**src/rtl/clkdiv_multi.sv**
```systemverilog
// rtl/clkdiv_multi.sv - multi-channel programmable tick / square-wave enable generator
module clkdiv_multi #(
    parameter int WIDTH   = 20,
    parameter int NCH     = 2,
    parameter int DEF_DIV = 262143
) (
    input  logic             clk,
    input  logic             reset,
    input  logic             en,
    input  logic             sync,
    input  logic             ld,
    input  logic [3:0]       ld_ch,
    input  logic [WIDTH-1:0] ld_val,
    output logic [NCH-1:0]   tick,
    output logic [NCH-1:0]   sq
);

    localparam logic [WIDTH-1:0] DEF = WIDTH'(DEF_DIV);

    genvar i;
    generate
        for (i = 0; i < NCH; i++) begin : g_ch
            logic [WIDTH-1:0] cnt;
            logic [WIDTH-1:0] act;
            logic [WIDTH-1:0] pend;
            logic [WIDTH-1:0] pend_nxt;
            logic             hit;
            logic             tick_r;
            logic             sq_r;

            // A load landing on the same edge as a wrap or sync bypasses pend
            // so the freshly written divisor is used for the very next period.
            assign hit      = ld && (ld_ch == 4'(i));
            assign pend_nxt = hit ? ld_val : pend;

            always_ff @(posedge clk) begin
                if (!reset) begin
                    cnt    <= '0;
                    act    <= DEF;
                    pend   <= DEF;
                    tick_r <= 1'b0;
                    sq_r   <= 1'b0;
                end else begin
                    pend <= pend_nxt;
                    if (sync) begin
                        cnt    <= '0;
                        act    <= pend_nxt;
                        tick_r <= 1'b0;
                        sq_r   <= 1'b0;
                    end else if (en) begin
                        if (cnt == act) begin
                            cnt    <= '0;
                            act    <= pend_nxt;
                            tick_r <= 1'b1;
                            sq_r   <= ~sq_r;
                        end else begin
                            cnt    <= cnt + WIDTH'(1);
                            tick_r <= 1'b0;
                        end
                    end else begin
                        tick_r <= 1'b0;
                    end
                end
            end

            assign tick[i] = tick_r;
            assign sq[i]   = sq_r;
        end
    endgenerate

endmodule
```
**config.mk**
```make
export PLATFORM = sky130hd
export DESIGN_NAME = clkdiv_multi
export DESIGN_NICKNAME = d
export VERILOG_FILES = /design/src/rtl/clkdiv_multi.sv
export SDC_FILE = /design/constraint.sdc
export NUM_CORES = 1
export LEC_CHECK = 0
export BUFFER_PORTS_ARGS = -buffer_cell sky130_fd_sc_hd__buf_2
export CORE_MARGIN = 8
export CORE_UTILIZATION = 25
export DETAILED_ROUTE_END_ITERATION = 8
export SYNTH_ARGS = -nofsm -noshare
export SYNTH_HDL_FRONTEND = slang
export SYNTH_SLANG_ARGS = --single-unit
```
**constraint.sdc**
```tcl
create_clock -name clk -period 4.3 [get_ports clk]
set_input_delay 0.215 -clock clk [delete_from_list [all_inputs] [get_ports clk]]
set_output_delay 0.215 -clock clk [all_outputs]
set_load 0.05 [all_outputs]
```
==> results.py <==
metrics = {
    "synthesis": {
        "synth-seq-area-share": 0.470,
        "synthFlopType": "dfxtp_1",
        "synthTopCellsByCount": "124 x dfxtp_1, 59 x nand2_1, 51 x nor2_1",
        "synth_most_common_cell": "dfxtp_1",
        "synth_area_leaders": "dfxtp_1 47%, xnor2_1 8.3%, mux2i_1 7.6%",
        "yosysTopAreaCell": "dfxtp_1",
        "ys_types": 33,
        "synth_edf_count": 0,
        "async_flop_share": 0,
        "syn_area_mm2": 0.00528,
        "yosys_warnings": 0,
        "synthCells": 545,
        "synth-seq-cells": 124,
        "synth_nets": 576,
        "synth_top_area_frac": 0.470,
        "synth_area_per_cell_um2": 9.70,
    },
    "run": {
        "maxCapViolCount": 0,
    },
    "cts": {
        "insertion_delay_ps": 410,
        "cts.sinks": 124,
        "cts_buffers": 17,
        "clockBufferDepth": 2,
        "clock-root-buffer": "clkbuf_16",
        "htreeDepth": 4,
        "cts.clk_slew.worst_paths_ps": 50,
        "ctsHoldBuffers": 0,
        "cts_tree": "built",
        "cts_setup_buffers": 0,
        "cts_repair_resize_count": 0,
    },
    "route": {
        "firstDrtPassIters": 4,
        "routed_wl_mm": 11.4,
        "wl_per_cell_um": 13.4,
        "antenna_left": 0,
        "first_iter_violations": 121,
        "drc": 0,
        "num_vias": 3668,
        "via_per_inst": 4.29,
    },
    "timing": {
        "post-route-period-util": 0.560,
        "fmax_ghz": 0.415,
        "finalWorstSetupSlack_ps": 1890,
        "slew_headroom": 0.244,
        "fin_tns_setup_ps": 0,
        "tightest_slew_ps": 1130,
        "hold_viol_final": 0,
        "setup-violations-final": 0,
        "slew_viol_final": 0,
        "period_needed_ps": 2410,
        "rsz0062_at_grt": "no",
        "skew_ps": 7.16,
    },
    "global_routing": {
        "grt_first_pass_wirelength_mm": 19.1,
        "grtUsageTotal": 0.0928,
        "grt_max_degree": 47,
        "overflow": 0,
        "first_global_vias": 3698,
        "antenna_found_initial": 7,
    },
    "die": {
        "num_rows": 53,
        "start_util": 0.253,
        "die_h_um": 161,
        "dieArea_mm2": 0.0260,
        "pin_count": 33,
        "core_mm2": 0.0209,
        "die_w_um": 161,
    },
    "worst_setup_path": {
        "start_kind": "register",
        "critPathMaxFanout": 27,
        "arrival_ps": 2750,
        "cp.required_ps": 4640,
        "end_kind": "register",
        "critPathKind": "reg -> reg",
    },
    "place": {
        "io_buffer_count": 32,
        "dp_hpwl_mm": 8.00,
        "pre_cts_ws_ps": 1900,
        "routabilityCongestion": 0.713,
    },
    "final_layout": {
        "drive_above_1_share": 0.128,
        "fillerInstances": 2198,
        "finalNetCount": 596,
        "syn2layout_area_growth_pct": 17.2,
    },
    "run_status": {
        "outcome": "completed",
    },
    "hold_path": {
        "holdCritPathClass": "in -> reg",
    },
    "power_and_ir_drop": {
        "p_per_area_mw_per_mm2": 427,
        "power.static_leakage_uw": 0.00226,
        "ir_drop_mv": 0.268,
    },
}
## report_power, final
group	internal (uW)	switching [uW]	total (uW)
logic	57.1	63.3	120
clock network	841	484	1320
registers	1180	19.6	1200
## cell families (layout without fill, tap and decap cells)
| kind of cell | after synthesis | count (layout) | share of synthesized area |
|---|---|---|---|
| other | 0 | 2 | 0 |
| adder cells (fa/ha/maj) | 2 | 2 | 0.00474 |
| XOR/XNOR | 78 | 78 | 0.129 |
| AO/OA/AOI/OAI | 48 | 48 | 0.0765 |
| buffers and inverters | 42 | 75 | 0.0452 |
| AND/OR/NAND/NOR | 211 | 211 | 0.199 |
| flip-flops | 124 | 124 | 0.470 |
| multiplexers | 40 | 40 | 0.0758 |
## per-stage QoR
stage | power [uW] | util | hold WS, ps | area (um^2) | instances
final | 2640 | 0.296 | 69.4 | 6190 | 855
after global routing | 2740 | 0.296 | 72.8 | 6190 | 854
after CTS | 2680 | 0.296 | 54.2 | 6190 | 853
after detailed placement | 1340 | 0.269 | 459 | 5630 | 821
after global placement | 1340 | 0.269 | 454 | 5630 | 821
after floorplan | 1300 | - | 361 | 5280 | 545
## final timing paths
kind / cells after the start / from / to / slack (ps)
worst min-delay path: 3 / ld_val[17] / g_ch[1].pend[17] / 70
worst min register to register: 2 / g_ch[0].pend[12] / g_ch[0].pend[12] / 470
worst max register to register: 6 / g_ch[0].cnt[9] / g_ch[0].act[11] / 1890
worst max-delay path: 6 / g_ch[0].cnt[9] / g_ch[0].act[11] / 1890
## state kept, by name (all words and copies together), names as in the netlist
register     count
g_ch.cnt        40
g_ch.pend       40
g_ch.sq_r        2
g_ch.tick_r      2
g_ch.act        40
## placed cells by master, fill, tap and decap left out, types with 3 or more instances in the layout
cell       netlist  routed
nor3_1          11      11
and4_1           3       3
buf_2           11      32
o21ai_0          4       4
nand3_1         12      12
nor4_1           3       3
clkbuf_1        12       3
xor2_1          28      28
nor2_1          51      51
clkbuf_16        0      17
o2bb2ai_1       36      36
nand2_1         59      59
nand2b_1        40      40
mux2i_1         40      40
xnor2_1         50      50
and3_1           3       3
dfxtp_1        124     124
buf_4            8       6
o32a_1           4       4
inv_1            5       5
clkinv_2         0       3
clkbuf_8         0       7
nand4_1         19      19
## final cells by class
cell class / instances / area, um^2 / share of cell area
repair buffers: 38 / 205 / 0.0331
well taps: 275 / 344 / 0.0556
clock inverters: 5 / 30.0 / 0.00485
flip-flops and latches: 124 / 2480 / 0.401
clock buffers: 27 / 533 / 0.0861
inverters: 5 / 18.8 / 0.00303
diodes: 2 / 5.00 / 0.000808
multi-input cells: 379 / 2570 / 0.416
## per-layer routing
metal	global-route usage	vias up	share of wire
met4	0.0480	10	0.015
met3	0.0405	20	0.071
met1	0.116	1678	0.48
met5	0	-	0.0056
li1	-	1898	-
met2	0.132	62	0.42
## worst max-delay path, cell delays in order, from the launching register on
cell and delay [ps]:
dfxtp_1 450, xnor2_1 160, nand4_1 120, or4_4 590, o21ai_2 450, buf_4 400
o2bb2ai_1 150
Note: power is estimated with default switching activity, not from simulation.
